===== src/rtl/timer_ctrl.sv =====
// MM:SS timer controller: prescales clk into count ticks, sequences load/clear
// strobes to an external BCD counter datapath and flags countdown expiry.
module timer_ctrl #(
    parameter int TICK_DIV = 50000000
) (
    input  logic        clk,
    input  logic        rst,
    input  logic        start,
    input  logic        stop,
    input  logic        clear,
    input  logic        load,
    input  logic [15:0] preset,
    input  logic        mode,
    input  logic [15:0] count,
    output logic        tick,
    output logic        cnt_mode,
    output logic        ld,
    output logic [15:0] ld_val,
    output logic        running,
    output logic        alarm,
    output logic        err,
    output logic [1:0]  state
);

    typedef enum logic [1:0] {
        IDLE    = 2'b00,
        RUN     = 2'b01,
        PAUSE   = 2'b10,
        EXPIRED = 2'b11
    } state_t;

    localparam int PW = (TICK_DIV > 2) ? $clog2(TICK_DIV) : 1;
    localparam logic [PW-1:0] LAST = PW'(TICK_DIV - 1);

    state_t        stateReg;
    state_t        nextState;
    logic [PW-1:0] prescaler;
    logic [PW-1:0] prescalerNext;
    logic          tickNext;
    logic          ldNext;
    logic [15:0]   ldValNext;
    logic          errNext;
    logic          cntModeNext;
    logic          presetValid;

    assign presetValid = (preset[15:12] <= 4'd5) && (preset[11:8] <= 4'd9) &&
                         (preset[7:4]   <= 4'd5) && (preset[3:0]  <= 4'd9);

    assign state = stateReg;

    // Requests are resolved strictly as clear > load > stop > start; a load in
    // RUN is treated as absent so the lower-priority requests still apply.
    always_comb begin
        nextState     = stateReg;
        prescalerNext = prescaler;
        tickNext      = 1'b0;
        ldNext        = 1'b0;
        ldValNext     = ld_val;
        errNext       = 1'b0;
        cntModeNext   = cnt_mode;

        if (clear) begin
            nextState     = IDLE;
            prescalerNext = '0;
            ldNext        = 1'b1;
            ldValNext     = 16'h0000;
        end else if (load && (stateReg != RUN)) begin
            if (presetValid) begin
                nextState     = IDLE;
                prescalerNext = '0;
                ldNext        = 1'b1;
                ldValNext     = preset;
            end else begin
                errNext = 1'b1;
            end
        end else begin
            case (stateReg)
                RUN: begin
                    if (cnt_mode && (count == 16'h0000)) begin
                        nextState     = EXPIRED;
                        prescalerNext = '0;
                    end else if (stop) begin
                        nextState = PAUSE;
                    end else if (prescaler == LAST) begin
                        prescalerNext = '0;
                        tickNext      = 1'b1;
                    end else begin
                        prescalerNext = prescaler + PW'(1);
                    end
                end
                IDLE: begin
                    if (start && !stop) begin
                        nextState     = RUN;
                        prescalerNext = '0;
                        cntModeNext   = mode;
                    end
                end
                PAUSE: begin
                    if (start && !stop) begin
                        nextState = RUN;
                    end
                end
                default: begin
                end
            endcase
        end
    end

    // Status flags are derived from the next state so they line up with state.
    always_ff @(posedge clk or posedge rst) begin
        if (rst) begin
            stateReg  <= IDLE;
            prescaler <= '0;
            tick      <= 1'b0;
            ld        <= 1'b0;
            ld_val    <= 16'h0000;
            err       <= 1'b0;
            cnt_mode  <= 1'b0;
            running   <= 1'b0;
            alarm     <= 1'b0;
        end else begin
            stateReg  <= nextState;
            prescaler <= prescalerNext;
            tick      <= tickNext;
            ld        <= ldNext;
            ld_val    <= ldValNext;
            err       <= errNext;
            cnt_mode  <= cntModeNext;
            running   <= (nextState == RUN);
            alarm     <= (nextState == EXPIRED);
        end
    end

endmodule


===== config.mk =====
export PLATFORM = sky130hd
export DESIGN_NAME = timer_ctrl
export DESIGN_NICKNAME = d
export VERILOG_FILES = /design/src/rtl/timer_ctrl.sv
export SDC_FILE = /design/constraint.sdc
export NUM_CORES = 1
export LEC_CHECK = 0
export CELL_PAD_IN_SITES_DETAIL_PLACEMENT = 0
export CELL_PAD_IN_SITES_GLOBAL_PLACEMENT = 2
export CORE_UTILIZATION = 32
export DETAILED_ROUTE_END_ITERATION = 8
export PLACE_DENSITY_LB_ADDON = 0.1
export SLEW_MARGIN = 5
export SYNTH_ARGS = -nofsm -noshare
export SYNTH_HDL_FRONTEND = slang
export SYNTH_SLANG_ARGS = --single-unit

===== constraint.sdc =====
create_clock -name clk -period 4.3 [get_ports clk]
set_clock_uncertainty 0.15 [all_clocks]
set_input_delay 0.86 -clock clk [delete_from_list [all_inputs] [get_ports clk]]
set_output_delay 0.86 -clock clk [all_outputs]
set_load 0.02 [all_outputs]

==> results of run 1 <==
## layout make-up
cell class              count  share of cell area (%)
repair buffers             70                    19.3
well taps                 105                    3.72
flip-flops and latches     50                    35.5
clock buffers               6                    2.34
multi-input cells         222                    37.4
clock inverters             2                   0.355
inverters                  13                    1.38
## worst reg2reg max path: stages (launching register included)
cell       delay, ps
dfrtp_1          470
nor4b_1          490
nand4_1          220
nor4_4           400
or2_1            460
buf_4            240
a2bb2oi_1        170
o41ai_1           90
## cells in the mapped netlist (all sizes together) (2+ instances only)
library cell	instances
a211oi	2
a21o	2
a21oi	7
a22o	6
a2bb2oi	6
and2	4
and3	4
buf	5
clkbuf	8
dfrtp	50
inv	13
nand2	36
nand2b	17
nand3	7
nand4	9
nor2	15
nor2b	5
nor3	8
nor3b	4
nor4	9
nor4b	2
o21ai	46
o2bb2ai	2
o311ai	2
o31ai	7
o41ai	2
or3	6
or4	5
## stage by stage
stage,util (%),hold WS (ps),power (mW),cell area (um^2),worst slack [ps]
after floorplan,-,311,0.577,2690,1670
after global placement,42.0,311,0.665,3430,887
after detailed placement,42.0,320,0.666,3430,854
after CTS,43.2,347,0.963,3530,1180
after global routing,43.2,360,0.998,3530,991
final,43.2,340,0.947,3530,1220
## power groups by stage
stage	sequential (mW)	clock, mW	combinational (mW)
final	0.494	0.293	0.160
after global routing	0.497	0.327	0.175
after floorplan	0.522	0	0.0548
after CTS	0.495	0.306	0.162
after detailed placement	0.504	0	0.162
after global placement	0.503	0	0.161
## worst paths after layout
check	startpoint	endpoint	slack, ps
worst max-delay path	preset[1]	prescaler[3]	1220
worst max register to register	prescaler[10]	prescaler[5]	1510
worst min-delay path	ld_val[2]	ld_val[2]	340
max in group asynchronous	rst	prescaler[7]	2440
min in group asynchronous	rst	prescaler[12]	850
worst min register to register	ld_val[2]	ld_val[2]	340
## kinds of logic after synthesis
kind of cell               count (synthesis)  synth area share [%]
and+or+nand+nor                          135                  28.6
buffers and inverters                     26                  4.19
AOI/OAI and AO/OA                         85                  19.7
DFF                                       50                  46.6
muxes                                      1                 0.419
adders and majority gates                  1                 0.466
## state kept, by name, summed over array words and instances, names as in the netlist
name,flops
alarm,1
cnt_mode,1
err,1
ld,1
ld_val,16
prescaler,26
running,1
state,2
tick,1
## routing by layer
metal | part of all wire (%) | up-vias
li1 | - | 1209
met4 | 2.2 | 0
met1 | 49 | 1123
met2 | 45 | 51
met5 | 0 | -
met3 | 4.3 | 12
==> summary.txt, run 1 <==
Run status
  • Status: finished, final reports clean

Synth
  • Area contributors post-synth: dfrtp_1 (47%), o21ai_0 (6.0%), nand2_1 (5.0%)
  • Sequential cell area fraction in the yosys report: 46.6%
  • #FFs+latches synth: 50
  • Mapped Nets: approximately 340
  • Cells after Synth: just under 300
  • Post-synth EDFFs: 0
  • Syn_area_per_cell: approximately 9.0 um^2
  • Top FF cell, synth: dfrtp_1
  • Fraction of registers with async set/reset: 100%
  • Post-Syn Area: 2690 um^2
  • Leading area contributor after synthesis: dfrtp_1
  • YS warnings: 0
  • Yosys cell types: 46
  • Post-synth top area share: 46.6%

Run
  • Max capacitance violation total: 0

Clock tree
  • Worst-Skew Late Latency: between 300 and 400 ps
  • Clock Tree Root: clkbuf_8
  • Hold buffer count at cts: 0
  • Clk slew on worst S/H paths: 100 ps
  • H-tree depth: 2
  • CTS tree: built
  • Setup repair bufs after CTS: 0
  • Post-cts sizing count: 0
  • Total CTS buffers: 5
  • Clock sinks: 50
  • Clock tree buffer depth: 2

Floorplan
  • Site Rows: 33
  • Full die area: a little under 9000 um^2
  • Core area: approximately 8200 um^2
  • Initial core utilization: around a third
  • Io pins: 63
  • Die Ht: 93.6 um
  • Die X: roughly 94 um

Routing
  • Routed vias/inst: ~5.1
  • # DRC: 0
  • Total Routed Length: 7190 um
  • First-pass DRT Iterations: 4
  • Remaining antenna violation count: 0
  • DR WL/cell: around 15 um
  • Iter 0 DRT Violations: 84
  • Via count: 2,395

Finish
  • FF+latch area: approximately 1300 um^2
  • Area Overhead vs Synth: 31.4%
  • Final non-filler cell total: between 400 and 500
  • Area of the multi-input gates: around 1300 um^2
  • Layout cells sized above 1: 6.61%
  • Commonest non-fill, non-tap cell in the layout: clkdlybuf4s50_1
  • Nets: approximately 400
  • Ant diodes: 0
  • Most frequent cells in the layout: clkdlybuf4s50_1 (62), dfrtp_1 (50), nand2_1 (36)
  • Fill cell count: between 800 and 900

Critical path
  • CP startpoint kind: primary input
  • CP required: approximately 4400 ps
  • Arrival time at the worst endpoint: 3130 ps
  • Top delay family on crit path: simple AND/OR/NAND/NOR gates
  • Worst-path fanout max: 18
  • Crit path kind: in -> reg
  • Crit. path cell count: 7
  • Crit path buffers/inverters: 1
  • Worst path slowest cell: nor3b_1
  • R2R depth: 7
  • Crit-path max cell delay: around 500 ps
  • Critical-path cell list: clkdlybuf4s50_1 > o21ai_0 > nand4_1 > nor3b_1 > a21o_1 > nor2_1 > a22o_1
  • Crit end category: flop

Pwr
  • Peak VDD IR: approximately 0.13 mV
  • Reg power frac: 52.2%
  • Sw Pwr: 252 uW
  • Logic pwr share: between 10% and 20%
  • Clock power share: 30.9%
  • LEAKAGE: roughly 1.4 nW
  • P per Cell Area: about 270 nW/um^2
  • Sw frac: around a quarter
  • Internal Pwr Total: 695 uW

STA
  • Worst slew pin tran: between 700 and 800 ps
  • Max-slew violation count: 0
  • TNS Setup: 0 ps
  • Fmax: about 330 MHz
  • Final setup fails: 0
  • Hold Vio Cnt, Final: 0
  • RSZ-0062 raised after global routing: no
  • Final min period: around 3100 ps
  • Period utilisation layout: approximately 70%
  • Slew margin rel.: about half

Placed design
  • RD Place Congestion: approximately 0.79
  • DP Wirelength: between 5000 and 6000 um
  • Port Buffers: 62
  • Placed Cells incl. Taps: between 400 and 500

Global route
  • Met2 usage: a little over a quarter
  • First-pass GRT wire length: ~12,000 um
  • Largest net degree at the start of global routing: 35
  • Routing usage on met1: between 20 and 25%
  • GR Overflow Total: 0
  • Layer with the highest usage: met2
  • Met3 Usage GRT: around 3.7%
  • GR Util All Layers: between 10% and 20%
  • Initial antenna violation count: 0
  • Vias in the first global route: ~2,300

Min path
  • Hold path depth: 2
  • Worst hold-check path type: reg -> reg
No activity file was read; power rests on OpenSTA's default activity.
==> run 2: changes to the inputs <==
--- a/config.mk
+++ b/config.mk
@@ -7,7 +7,7 @@
 export LEC_CHECK = 0
 export CELL_PAD_IN_SITES_DETAIL_PLACEMENT = 0
 export CELL_PAD_IN_SITES_GLOBAL_PLACEMENT = 2
-export CORE_UTILIZATION = 32
+export CORE_UTILIZATION = 27
 export DETAILED_ROUTE_END_ITERATION = 8
 export PLACE_DENSITY_LB_ADDON = 0.1
 export SLEW_MARGIN = 5
==> constraint.sdc (replaced) <==
create_clock -name clk -period 2.71 [get_ports clk]
set_clock_uncertainty 0.15 [all_clocks]
set_input_delay 0.542 -clock clk [delete_from_list [all_inputs] [get_ports clk]]
set_output_delay 0.542 -clock clk [all_outputs]
set_load 0.02 [all_outputs]
==> run 2 against run 1 <==
Clock-buffer cell count shrank 1. Cell count grew 10%. Critical path depth is the same. Final area grew 6.2%. Sequential cell count is the same. Register-to-register slack lost 1200 ps. Utilization shrank 4.5 points. Highest routed layer unchanged. Wire length grew 6.3%. Critical path type is now reg -> reg. Non-clock buffer count grew 19.
==> summary.txt, run 2 (synthesis results as in run 1) <==
Routing
  • DR WL/cell: 14.8 um
  • Routed vias/inst: between 4 and 5
  • Iter 0 DRT Violations: 71
  • Total Routed Length: 7640 um
  • First-pass DRT Iterations: 4
  • # DRC: 0
  • Via count: between 2,000 and 3,000
  • Remaining antenna violation count: 0

STA
  • Max-slew violation count: 0
  • Final min period: 2400 ps
  • Fmax: ~420 MHz
  • Hold Vio Cnt, Final: 0
  • Slew margin rel.: just over 60%
  • Worst slew pin tran: approximately 560 ps
  • Period utilisation layout: 88.5%
  • Final setup fails: 0
  • RSZ-0062 raised after global routing: no

Pwr
  • Total power: roughly 1.6 mW
  • P per Cell Area: 432 nW/um^2
  • Peak VDD IR: around 0.20 mV
  • LEAKAGE: between 1.5 and 2 nW

Finish
  • Ant diodes: 0
  • Final non-filler cell total: roughly 520
  • Final Cell Area: between 3000 and 4000 um^2
  • Max FFs per register: 26
  • Commonest non-fill, non-tap cell in the layout: clkdlybuf4s50_1
  • Most frequent cells in the layout: clkdlybuf4s50_1 (62), dfrtp_1 (50), nand2_1 (36)
  • Layout cells sized above 1: ~12%
  • Largest register by flop count: prescaler
  • Area Overhead vs Synth: 39.5%
  • Finished Core Util: about two fifths
  • Nets: approximately 420

Floorplan
  • Full die area: 10,300 um^2
  • Core area: 9680 um^2
  • Die X: 102 um
  • Site Rows: 36
  • Initial core utilization: between 20% and 30%
  • Die Ht: just over 100 um
  • Io pins: 63

Critical path
  • Crit path kind: reg -> reg
  • Crit end category: flop
  • Crit. path cell count: 7
  • Critical-path cell list: ha_1 > nand3_2 > or4_1 > or3_1 > nor3b_1 > o21ai_1 > o31ai_1
  • R2R depth: 7
  • Arrival time at the worst endpoint: 2450 ps
  • CP required: ~2800 ps
  • Crit path buffers/inverters: 0
  • Top delay family on crit path: simple AND/OR/NAND/NOR gates
  • CP startpoint kind: flop
  • Crit-path max cell delay: approximately 600 ps
  • Worst path slowest cell: or4_1
  • Worst-path fanout max: 5

Global route
  • Vias in the first global route: around 2,400
  • First-pass GRT wire length: roughly 12,000 um
  • Initial antenna violation count: 0
  • Largest net degree at the start of global routing: 35
  • GR Overflow Total: 0
  • GR Util All Layers: approximately 16%

Min path
  • Worst hold-check path type: reg -> reg
  • Hold path depth: 2

Clock tree
  • Clk slew on worst S/H paths: 100 ps
  • Worst-Skew Late Latency: between 300 and 400 ps
  • CTS tree: built
  • Clock tree buffer depth: 2
  • H-tree depth: 2
  • Clock sinks: 50
  • Clock Tree Root: clkbuf_8
  • Total CTS buffers: 5
  • Setup repair bufs after CTS: 0

Placed design
  • RD Place Congestion: ~0.8
  • Placed inst area: between 3000 and 4000 um^2
  • Placed Cells incl. Taps: about 500
  • Port Buffers: 62
  • DP Wirelength: roughly 5800 um

Run status
  • Status: finished, final reports clean

Run
  • Max capacitance violation total: 0
[run 2: changes by cell type in the layout (fill, tap and decap cells not counted), sizes merged]
cell,delta
inv,+1
bufinv,+1
clkbuf,-1
buf,+19
clkinvlp,-1
[run 2: worst paths after layout]
kind / slack, ps / end / start
max: 310 / prescaler[20] / prescaler[1]
min: 330 / ld_val[3] / ld_val[3]
max reg2reg: 310 / prescaler[20] / prescaler[1]
min reg2reg: 330 / ld_val[3] / ld_val[3]
max in group asynchronous: 1510 / running / rst
min in group asynchronous: 380 / ld / rst
[run 2: power breakdown]
part / switching [mW] / leakage [nW] / total [mW] / internal [mW]
Sequential: 0.0135 / 0.679 / 0.783 / 0.770
Combinational: 0.133 / 0.771 / 0.276 / 0.143
Clock: 0.278 / 0.0587 / 0.558 / 0.280
[run 2: what timing repair did]
item,CTS,global route
resized for setup,0,1
setup endpoints to repair,0,5
hold buffers,0,0
[run 2: final cells by class]
type / instances / area (um^2)
Clock inverter: 3 / 47.5
Timing Repair Buffer: 89 / 836
Sequential cell: 50 / 1250
Clock buffer: 5 / 68.8
Multi-Input combinational cell: 222 / 1330
Tap cell: 133 / 166
Inverter: 13 / 48.8
Fill cell: 992 / 5940
[run 2: layer usage]
layer,GRT usage (%),wire length (um),vias to the layer above,share of wire [%]
met3,2.83,310,10,4.1
li1,-,-,1254,-
met4,4.57,117,0,1.5
met1,21.1,3780,1186,49
met5,0,0,-,0
met2,25.8,3440,52,45
[run 2: metrics by stage]
stage                     hold slack [ps]  TNS [ps]  setup slack (ps)
after floorplan                       311         0               398
after global placement                310     -1060             -85.3
after detailed placement              320     -1800              -114
after CTS                             347         0               214
after global routing                  368         0              69.6
final                                 334         0               312
[run 2: tightest hold or removal path: cells and delay by family (launching register included)]
kind               cells  cell delay, ps
DFF                    1             350
AOI/OAI and AO/OA      1              60
and+or+nand+nor        1              50
